## config.mk

```make
export PLATFORM = sky130hd
export DESIGN_NAME = if_id_skid_reg
export DESIGN_NICKNAME = d
export VERILOG_FILES = /design/src/rtl/if_id_skid_reg.sv
export SDC_FILE = /design/constraint.sdc
export NUM_CORES = 1
export LEC_CHECK = 0
export ABC_AREA = 0
export BUFFER_PORTS_ARGS = -buffer_cell sky130_fd_sc_hd__buf_2
export CORE_ASPECT_RATIO = 0.7
export CORE_MARGIN = 3
export CORE_UTILIZATION = 45
export DETAILED_ROUTE_END_ITERATION = 8
export HOLD_SLACK_MARGIN = 0.06
export MAX_ROUTING_LAYER = met4
export PLACE_DENSITY = 0.7
export SLEW_MARGIN = 15
export SYNTH_ARGS = -nofsm -noshare
export SYNTH_HDL_FRONTEND = slang
export SYNTH_SLANG_ARGS = --single-unit
```

## constraint.sdc

```tcl
create_clock -name clk -period 2.5 [get_ports clk]
set_clock_uncertainty 0.15 [all_clocks]
set_input_delay 0 -clock clk [delete_from_list [all_inputs] [get_ports clk]]
set_output_delay 0 -clock clk [all_outputs]
set_load 0.01 [all_outputs]
```

## src/rtl/if_id_skid_reg.sv

```systemverilog
// IF/ID pipeline register with a one-entry skid buffer and registered in_ready.
// Optional back-pressure cycle counter is enabled by defining PIPE_STALL_CNT_EN.
module if_id_skid_reg #(
    parameter int INSTR_W     = 32,
    parameter int ADDR_W      = 32,
    parameter int STALL_CNT_W = 16
) (
    input  logic                   clk,
    input  logic                   reset,
    input  logic                   flush,
    input  logic                   in_valid,
    output logic                   in_ready,
    input  logic [INSTR_W-1:0]     instruction_in,
    input  logic [ADDR_W-1:0]      PCNext4_in,
    input  logic [ADDR_W-1:0]      PCNow_in,
    output logic                   out_valid,
    input  logic                   out_ready,
    output logic [INSTR_W-1:0]     instruction_out,
    output logic [ADDR_W-1:0]      PCNext4_out,
    output logic [ADDR_W-1:0]      PCNow_out
`ifdef PIPE_STALL_CNT_EN
    ,
    output logic [STALL_CNT_W-1:0] stall_cnt
`endif
);

    localparam int ENTRY_W = INSTR_W + 2 * ADDR_W;

    typedef enum logic [1:0] {
        EMPTY,
        ONE,
        FULL
    } state_t;

    state_t             state_q, state_d;
    logic [ENTRY_W-1:0] main_q, main_d;
    logic [ENTRY_W-1:0] skid_q, skid_d;
    logic [ENTRY_W-1:0] in_entry;
    logic               in_ready_q, in_ready_d;
    logic               out_valid_q, out_valid_d;

    assign in_entry = {instruction_in, PCNext4_in, PCNow_in};

    always_ff @(posedge clk or negedge reset) begin
        if (!reset) begin
            state_q     <= EMPTY;
            main_q      <= '0;
            skid_q      <= '0;
            in_ready_q  <= 1'b1;
            out_valid_q <= 1'b0;
        end else begin
            state_q     <= state_d;
            main_q      <= main_d;
            skid_q      <= skid_d;
            in_ready_q  <= in_ready_d;
            out_valid_q <= out_valid_d;
        end
    end

    // in_ready is only ever 1 outside FULL, so in_valid alone marks an input transfer here.
    always_comb begin
        state_d = state_q;
        main_d  = main_q;
        skid_d  = skid_q;
        case (state_q)
            EMPTY: begin
                if (in_valid) begin
                    main_d  = in_entry;
                    state_d = ONE;
                end
            end
            ONE: begin
                if (in_valid && out_ready) begin
                    main_d = in_entry;
                end else if (in_valid) begin
                    skid_d  = in_entry;
                    state_d = FULL;
                end else if (out_ready) begin
                    state_d = EMPTY;
                end
            end
            FULL: begin
                if (out_ready) begin
                    main_d  = skid_q;
                    state_d = ONE;
                end
            end
            default: state_d = EMPTY;
        endcase
        if (flush) begin
            state_d = EMPTY;
            main_d  = '0;
            skid_d  = '0;
        end
    end

    // Handshake flags are decoded from the next state so they leave the stage as flops.
    always_comb begin
        in_ready_d  = (state_d != FULL);
        out_valid_d = (state_d != EMPTY);
    end

    assign in_ready  = in_ready_q;
    assign out_valid = out_valid_q;
    assign {instruction_out, PCNext4_out, PCNow_out} = main_q;

`ifdef PIPE_STALL_CNT_EN
    logic [STALL_CNT_W-1:0] stall_cnt_q, stall_cnt_d;

    always_comb begin
        stall_cnt_d = stall_cnt_q;
        if (out_valid_q && !out_ready && !flush && (stall_cnt_q != '1)) begin
            stall_cnt_d = stall_cnt_q + {{(STALL_CNT_W-1){1'b0}}, 1'b1};
        end
    end

    always_ff @(posedge clk or negedge reset) begin
        if (!reset) begin
            stall_cnt_q <= '0;
        end else begin
            stall_cnt_q <= stall_cnt_d;
        end
    end

    assign stall_cnt = stall_cnt_q;
`endif

endmodule

```

# Yosys cells after proc, flatten, opt, wreduce, memory -nomap -nowiden
# Cells that the tools add are included.
dict set report totals {
  reg_bits 196
  latchBits 0
  mem_bits_rw 0
  rom_bits 0
  out_inout_bits 98
  mem_count 0
}
dict set report classes {
  addsub 0
  mul 0
  div 0
  order_cmp 0
  n_eq_ne 7
  shifts 0
  mux 15
  bitwise_logic 0
  n_reduce_logical 8
}
# operator n
set op_table {}
lappend op_table {{$mux 96} 7}
lappend op_table {{$pmux 96 s3} 1}
lappend op_table {{$mux 2} 6}
lappend op_table {{$ne 3x3->1 const B} 3}
lappend op_table {{$pmux 2 s3} 1}
lappend op_table {{$reduce_bool 2->1} 3}
lappend op_table {{$ne 2x2->1 const B} 2}
lappend op_table {{$reduce_and 4->1} 1}
lappend op_table {{$reduce_bool 4->1} 1}
lappend op_table {{$reduce_and 3->1} 1}
lappend op_table {{$eq 2x1->1 const B} 1}
lappend op_table {{$eq 2x2->1 const B} 1}
lappend op_table {{$logic_not 2->1} 1}
lappend op_table {{$logic_and 1x1->1} 1}

# Logic depth before layout (Yosys ltp)
# Gate-level depths: netlist (run 1).
dict set report logic_depth {
  ltp_word 6
  depth_mapped 9
}

# Least setup slack after synthesis (run 1)
# Ideal clock, no wire load.
dict set report synth_timing {
  path_type {register -> register}
  start {register state_q[0]}
  end {register main_q[18]}
  setup_ps 88
  t_arrival_ps 1793
  required_time_ps 2262
  path_slack_ps 468
  stages_incl_launch_ff 10
  path_buffers 4
  path_cell_list {dfrtp_1 -> inv_1 -> ha_1 -> or2_1 -> buf_2 -> and3_1 -> buf_2 -> buf_6 -> buf_6 -> a211oi_2}
}
dict set report synth_between {
  elab_chain_cells 3
  elab_cells_between_ends 10
  classes_between {5 x eq/ne; 2 x mux; 3 x reduce/logical}
}
# item line_no
set synth_lines {}
lappend synth_lines {{from (decl)} 35} ;# state_t state_q, state_d;
lappend synth_lines {{from (signal assigned)} 52} ;# state_q <= state_d;
lappend synth_lines {{$eq 2x1->1, or another cell as far along} 65} ;# case (state_q)
lappend synth_lines {{$ne 3x3->1 (no source line), or another cell as far along} --}
lappend synth_lines {{$reduce_and 4->1 (no source line) or $mux 96 (tied branches)} --}
lappend synth_lines {{to (signal assigned)} 53} ;# main_q <= main_d;
lappend synth_lines {{to (decl)} 36} ;# logic [ENTRY_W-1:0] main_q, main_d;
# Parallel ways exist; a longest one is shown, timed or not.
# A chain may end at the register's enable or synchronous reset.

# Final worst setup path (run 1)
dict set report layout_timing {
  start {register state_q[0]}
  end {register main_q[11]}
}
# Same word-level chain as after synthesis.

==> Flow_metrics.wiki, run 1 <==
{| class="wikitable"
! Metric !! Value
|-
| Portion of the post-synthesis area used by sequential elements || 52.9%
|-
| Total of flip-flops plus latches after synthesis || 196
|-
| Setup CP Type || flop to flop
|-
| Number of warning messages in the yosys log || 0
|-
| Synth Instances || 896
|-
| Relative slew margins || 58.5%
|-
| Distinct cell type count after synthesis || 29
|-
| Total clock buffers created by CTS || 17
|-
| Portion of the clock cycle consumed by the worst path in the final layout || 88.6%
|-
| Post-route minimum period || 2.21 ns
|-
| IO Port Bufs || 198
|-
| Wire length of the first global-routing pass || 43.1 mm
|-
| Final routed wirelength across all metal layers || 26.4 mm
|-
| Post-layout util || 61.2%
|-
| Clock Tree Buf Depth || 2
|-
| Placed cells || 1,294
|-
| Reg clk slew, reported paths || 0.07 ns
|-
| Number of vias after detailed routing || 7,973
|-
| Switching pwr || 2.53 mW
|-
| Classification of the worst-slack hold path || input port to flop
|-
| Non-filler instance count after layout || 1,427
|-
| Share of synthesized flip-flops with an asynchronous set or reset || 100%
|-
| Leading cell type by number of instances after synthesis || dfrtp_1
|-
| Synth cell count leaders || 195 x dfrtp_1, 192 x nand2_1, 97 x a31oi_1
|-
| Area growth syn-to-layout || 32.1%
|-
| Clock network fraction of total power || 36.4%
|-
| Max-capacitance violation count || 0
|-
| Fraction of power consumed by combinational cells || 21.7%
|-
| H-Tree Depth || 4
|-
| Critical path launch point type || flop
|-
| Mean cell area of the mapped netlist || 10.3 sq um
|-
| Per-cell routed wire length || 18.5 um
|-
| Number of global-route vias before repair || 7,999
|-
| Share of power burned in registers || 41.8%
|-
| Post-Place Setup Slack || 0.288 ns
|-
| TritonCTS clock tree || yes
|-
| Root Driver || clkbuf_16
|-
| Cell taking the most area after synthesis || dfrtp_1
|-
| Count of final setup violators || 0
|-
| RSZ-0062 raised after global routing || no
|-
| Pwr/cell area || 707 nW/um^2
|-
| Total half-perimeter wirelength after legalization and detailed placement || 15.5 mm
|-
| Drt drc || 0
|-
| Clock latency at the later pin of the worst-skew pair || 0.43 ns
|-
| Antenna Violating Nets Remaining || 0
|-
| Pin count of the biggest net entering global routing || 71
|-
| Peak VDD IR || 0.398 mV
|-
| Number of fill cells || 1,667
|-
| Cell area after technology mapping || 9270 sq um
|-
| Accumulated negative setup slack || 0 ns
|-
| Share of post-route cells with drive strength above 1 || 26.3%
|-
| Setup slack, reg-to-reg || 0.29 ns
|-
| Ant diodes || 0
|-
| Detailed-routing iteration count for the pre-antenna-repair pass || 5
|-
| Post-CTS Setup Bufs || 0
|-
| Number of nets in the layout || 1,249
|-
| Slew of the pin with the lowest slew margin || 0.622 ns
|-
| Worst path required time || 2.68 ns
|-
| Number of nets in the synthesized netlist || 1,001
|-
| Die Footprint || 22,400 sq um
|-
| Multi-input gate area in the final layout || 3930 sq um
|-
| Ratio of routed vias to standard cells || 5.59
|-
| Switching part of the total || 29.2%
|-
| Sinks on Clock Net || 196
|-
| Power Internal || 6.13 mW
|-
| Primary flip-flop cell chosen by synthesis mapping || dfrtp_1
|-
| Die extent in x || 178 um
|-
| P_leak || 5.22 nW
|-
| Total I/O pin count || 199
|-
| Highest clock frequency the design can meet || 0.452 GHz
|-
| Outcome || finished clean
|-
| Drt initial violations || 547
|-
| Placer congestion estimate || 0.812
|-
| Global routing usage summed across all routing layers || 24.6%
|-
| Area share of the leading cell type in the synthesized netlist || 52.7%
|-
| Die height || 126 um
|-
| Final Hold Vio Count || 0
|-
| Area taken by flip-flops and latches || 4910 sq um
|-
| Placeable core region || 20,000 sq um
|-
| Antenna violations before repair || 0
|-
| Element type at the critical path end || flop
|-
| Least setup slack across all paths after layout || 0.286 ns
|-
| Largest fanout on the critical path || 50
|-
| Final Slew Violations || 0
|-
| Synth top area cells || dfrtp_1 53%, mux2i_1 10%, nand2_1 7.8%, a31oi_1 6.5%, a211oi_2 5.4%
|-
| Starting density of the core || 46.3%
|-
| Data arrival time of the worst path || 2.39 ns
|-
| Number of enable flip-flop cells after synthesis || 0
|-
| Leftover overflow at the end of global routing || 0
|-
| Number of rows in the core area || 43
|}
==> metal layers <==
layer / global-route usage, % / up-vias / routed length [um]
li1: - / 3734 / -
met1: 33.7 / 3949 / 12000
met2: 37.6 / 265 / 12300
met3: 5.33 / 25 / 1830
met4: 6.05 / 0 / 311
met5: - / - / 0
==> repair_timing <==
action	4_1_cts	5_1_grt
hold endpoints to repair	391	0
hold buffers	101	0
resized for setup	0	0
==> layout by cell type, fill, tap and decap left out, types with 2 or more instances in the layout <==
cell type,netlist,routed
a211oi_1,57,57
a211oi_2,40,40
a21oi_1,96,96
a31oi_1,97,97
buf_12,0,13
buf_2,37,196
buf_4,2,14
bufinv_16,0,6
clkbuf_16,0,17
clkinv_2,0,3
clkinv_4,0,2
dfrtp_1,195,195
dlygate4sd3_1,0,101
ha_1,4,3
inv_1,2,2
inv_6,0,2
mux2i_1,96,96
nand2_1,192,192
nand4_1,2,2
nor2b_1,2,2
o21ai_0,3,3
o21bai_4,0,2
==> path summary, 6_finish.rpt <==
| check | end | cells after the start | start |
|---|---|---|---|
| setup / recovery | main_q[11] | 6 | state_q[0] |
| hold / removal | skid_q[91] | 4 | instruction_in[27] |
| setup reg to reg | main_q[11] | 6 | state_q[0] |
| hold reg to reg | skid_q[65] | 2 | skid_q[65] |
| max in group asynchronous | skid_q[4] | 4 | reset |
| min in group asynchronous | skid_q[48] | 3 | reset |
==> area by class of cell <==
class | instances | share of cell area [%]
flip-flops and latches | 196 | 40.1
multi-input cells | 601 | 32.1
repair buffers | 326 | 19.5
clock buffers | 17 | 3.48
well taps | 270 | 2.76
clock inverters | 15 | 2.07
inverters | 2 | 0.0613
==> worst max-delay path: stages (launching register included) <==
cell and delay [ns]:
dfrtp_1 0.45, inv_1 0.13, ha_1 0.28, or2_4 0.38, and3_4 0.23, buf_12 0.18, a211oi_1 0.27
==> kinds of logic (layout without fill, tap and decap cells) <==
logic type      Yosys count  in the layout  share of synthesized area [%]
compound gates          297            297                           22.4
mux                      96             96                           10.4
simple gates            204            204                           8.70
buf+inv                  99            360                           5.08
flops                   196            196                           52.9
fa+ha+maj                 4              4                          0.540
==> power by group through the flow <==
stage	registers (mW)	logic [mW]	clock network [mW]
after floorplan	3.76	0.951	0
after global placement	3.67	1.72	0
after detailed placement	3.67	1.76	0
after CTS	3.62	1.88	3.21
after global routing	3.65	2.04	3.35
final	3.62	1.88	3.15
==> per-stage QoR <==
step	hold slack [ns]	total power, mW	area (sq um)
after floorplan	-0.446	4.71	9270
after global placement	-0.0769	5.39	10600
after detailed placement	-0.0796	5.43	10600
after CTS	0.187	8.71	12200
after global routing	0.211	9.05	12200
final	0.208	8.66	12200
==> registers in the layout, summed over array words and instances (netlist names) <==
signal,count
out_valid,1
in_ready,1
main_q,96
state_q,2
skid_q,96
Note: power is estimated with default switching activity, not from simulation.
==> run 2, diff against run 1 <==
--- a/config.mk
+++ b/config.mk
@@ -10,6 +10,7 @@
 export CORE_ASPECT_RATIO = 0.7
 export CORE_MARGIN = 3
 export CORE_UTILIZATION = 45
+export CTS_BUF_LIST = sky130_fd_sc_hd__clkbuf_8
 export DETAILED_ROUTE_END_ITERATION = 8
 export HOLD_SLACK_MARGIN = 0.06
 export MAX_ROUTING_LAYER = met4
@@ -18,3 +19,4 @@
 export SYNTH_ARGS = -nofsm -noshare
 export SYNTH_HDL_FRONTEND = slang
 export SYNTH_SLANG_ARGS = --single-unit
+export TNS_END_PERCENT = 5
==> Flow_metrics.wiki, run 2 (same netlist as run 1, synthesis figures left out) <==
{| class="wikitable"
! Metric !! Value
|-
| Highest clock frequency the design can meet || 0.425 GHz (-6.0%)
|-
| Clock Tree Buf Depth || 2 (unchanged)
|-
| Largest fanout on the critical path || 33 (-34%)
|-
| Drt drc || 0 (unchanged)
|-
| H-Tree Depth || 4 (unchanged)
|-
| Ratio of routed vias to standard cells || 5.62 (+0.55%)
|-
| Per-cell routed wire length || 18.7 um (+0.86%)
|-
| Placer congestion estimate || 0.812 (unchanged)
|-
| Number of global-route vias before repair || 8,215 (+2.7%)
|-
| Least setup slack across all paths after layout || 0.144 ns (-0.142 ns)
|-
| Die Footprint || 22,400 sq um (unchanged)
|-
| Relative slew margins || 58.4% (-0.16 points)
|-
| Worst path required time || 2.75 ns (+0.07 ns)
|-
| Total I/O pin count || 199 (unchanged)
|-
| Final routed wirelength across all metal layers || 26.9 mm (+1.7%)
|-
| Most common library cell in the layout ignoring fill and taps || buf_2
|-
| Number of fill cells || 1,684 (+1.0%)
|-
| Placeable core region || 20,000 sq um (unchanged)
|-
| Portion of the clock cycle consumed by the worst path in the final layout || 94.2% (+5.7 points)
|-
| Classification of the worst-slack hold path || input port to flop
|-
| Wire length of the first global-routing pass || 43.5 mm (+1.0%)
|-
| P_leak || 5.15 nW (-1.3%)
|-
| IO Port Bufs || 198 (unchanged)
|-
| Final Hold Vio Count || 0 (unchanged)
|-
| Reg clk slew, reported paths || 0.10 ns (+0.03 ns)
|-
| Post-route minimum period || 2.36 ns (+0.142 ns)
|-
| Data arrival time of the worst path || 2.60 ns (+0.21 ns)
|-
| Capture point of the worst reg-to-reg path || skid_q[64]
|-
| Number of vias after detailed routing || 8,084 (+1.4%)
|-
| Outcome || finished clean
|-
| Setup slack, reg-to-reg || 0.14 ns (-0.14 ns)
|-
| Number of nets in the layout || 1,261 (+0.96%)
|-
| Worst R2R Path Depth || 7 (+1)
|-
| Share of post-route cells with drive strength above 1 || 26.1% (-0.18 points)
|-
| Critical path launch point type || flop
|-
| Accumulated negative setup slack || 0 ns (unchanged)
|-
| TritonCTS clock tree || yes
|-
| Drt initial violations || 564 (+3.1%)
|-
| Leading registers by flop count || main_q: 96 flops, skid_q: 96 flops, state_q: 2 flops
|-
| Pin count of the biggest net entering global routing || 71 (unchanged)
|-
| Most used cells in the layout excluding fill and tap cells || 196 x buf_2, 195 x dfrtp_1, 192 x nand2_1
|-
| Clock latency at the later pin of the worst-skew pair || 0.46 ns (+0.03 ns)
|-
| Leftover overflow at the end of global routing || 0 (unchanged)
|-
| Global routing usage summed across all routing layers || 24.9% (+0.32 points)
|-
| Count of final setup violators || 0 (unchanged)
|-
| Element type at the critical path end || flop
|-
| Worst hold stages || 4 (unchanged)
|-
| Peak VDD IR || 0.347 mV (-13%)
|-
| Final Slew Violations || 0 (unchanged)
|-
| Ant diodes || 0 (unchanged)
|-
| Die height || 126 um (unchanged)
|-
| Sinks on Clock Net || 196 (unchanged)
|-
| Worst Hold Endpoint || skid_q[91]
|-
| Post-CTS Setup Bufs || 0 (unchanged)
|-
| Antenna Violating Nets Remaining || 0 (unchanged)
|-
| Pwr/cell area || 659 nW/um^2 (-6.9%)
|-
| RSZ-0062 raised after global routing || no
|-
| Max-capacitance violation count || 0 (unchanged)
|-
| Setup CP Type || flop to flop
|-
| Die extent in x || 178 um (unchanged)
|-
| Number of rows in the core area || 43 (unchanged)
|-
| Total clock buffers created by CTS || 17 (unchanged)
|-
| Total half-perimeter wirelength after legalization and detailed placement || 15.5 mm (unchanged)
|-
| Starting density of the core || 46.3% (unchanged)
|-
| Slew of the pin with the lowest slew margin || 0.624 ns (+0.00239 ns)
|-
| RR Startpoint || state_q[1]
|-
| Antenna violations before repair || 0 (unchanged)
|-
| Post-Place Setup Slack || 0.288 ns (unchanged)
|-
| Detailed-routing iteration count for the pre-antenna-repair pass || 5 (unchanged)
|-
| Startpoint of the most critical hold path || instruction_in[27]
|-
| Area growth syn-to-layout || 31.4%
|-
| Root Driver || clkbuf_8
|}
-- run 2: changes by cell type in the layout (fill, tap and decap cells not counted) --
cell,before,now
clkbuf_8,1,18
clkbuf_16,17,0
ha_2,0,1
ha_1,3,2
dlygate4sd3_1,101,113
-- run 2: area by class of cell --
| class | instances | area [sq um] | area share (%) |
|---|---|---|---|
| Tap cell | 270 | 338 | 2.78 |
| Clock inverter | 15 | 254 | 2.09 |
| Inverter | 2 | 7.51 | 0.0617 |
| Multi-Input combinational cell | 601 | 3930 | 32.3 |
| Sequential cell | 196 | 4910 | 40.3 |
| Clock buffer | 17 | 234 | 1.92 |
| Timing Repair Buffer | 338 | 2500 | 20.6 |
-- run 2: what timing repair did --
item	CTS	global route
hold buffers	113	0
gates resized for setup	0	1
hold endpoints to repair	391	0
setup endpoints to repair	0	12
-- run 2: worst max-delay path by stage --
stage	start	to	cells after the start
floorplan	state_q[0]	main_q[18]	9
global placement	state_q[0]	main_q[57]	6
detailed placement	state_q[0]	main_q[69]	6
CTS	state_q[1]	skid_q[85]	7
global route	state_q[1]	skid_q[85]	7
finish	state_q[1]	skid_q[64]	7
-- run 2: where the power goes --
part | switching (mW) | leakage, nW | total [mW] | internal (mW)
clock network | 1.20 | 0.243 | 2.50 | 1.30
registers | 0.177 | 2.64 | 3.62 | 3.44
logic | 1.09 | 2.28 | 1.89 | 0.802
-- run 2: layer usage --
layer  track usage, %  wire [um]  up-vias
met1             33.2      12000     3995
met4             7.52        406        0
met5                -          0        -
met3             5.52       1820       37
li1                 -          -     3751
met2             38.4      12600      301
-- run 2: critical path, cell delays in order, from the launching register on --
cell and delay, ns:
dfrtp_1 0.46, inv_1 0.11, ha_2 0.29, and3b_4 0.27, buf_12 0.21, nand2_1 0.09, dlygate4sd3_1 0.57, a21oi_1 0.12
-- run 2: through the flow --
step           area [sq um]  util (%)  total power [mW]  hold WS, ns  std cells
6_report              12200      60.8              8.02        0.157       1439
5_1_grt               12200      60.8              8.38        0.146       1439
4_1_cts               12200      60.8              8.05        0.130       1439
3_5_place_dp          10600      52.7              5.43      -0.0796       1294
3_3_place_gp          10600      52.7              5.39      -0.0769       1294
2_1_floorplan          9270         -              4.71       -0.446        896
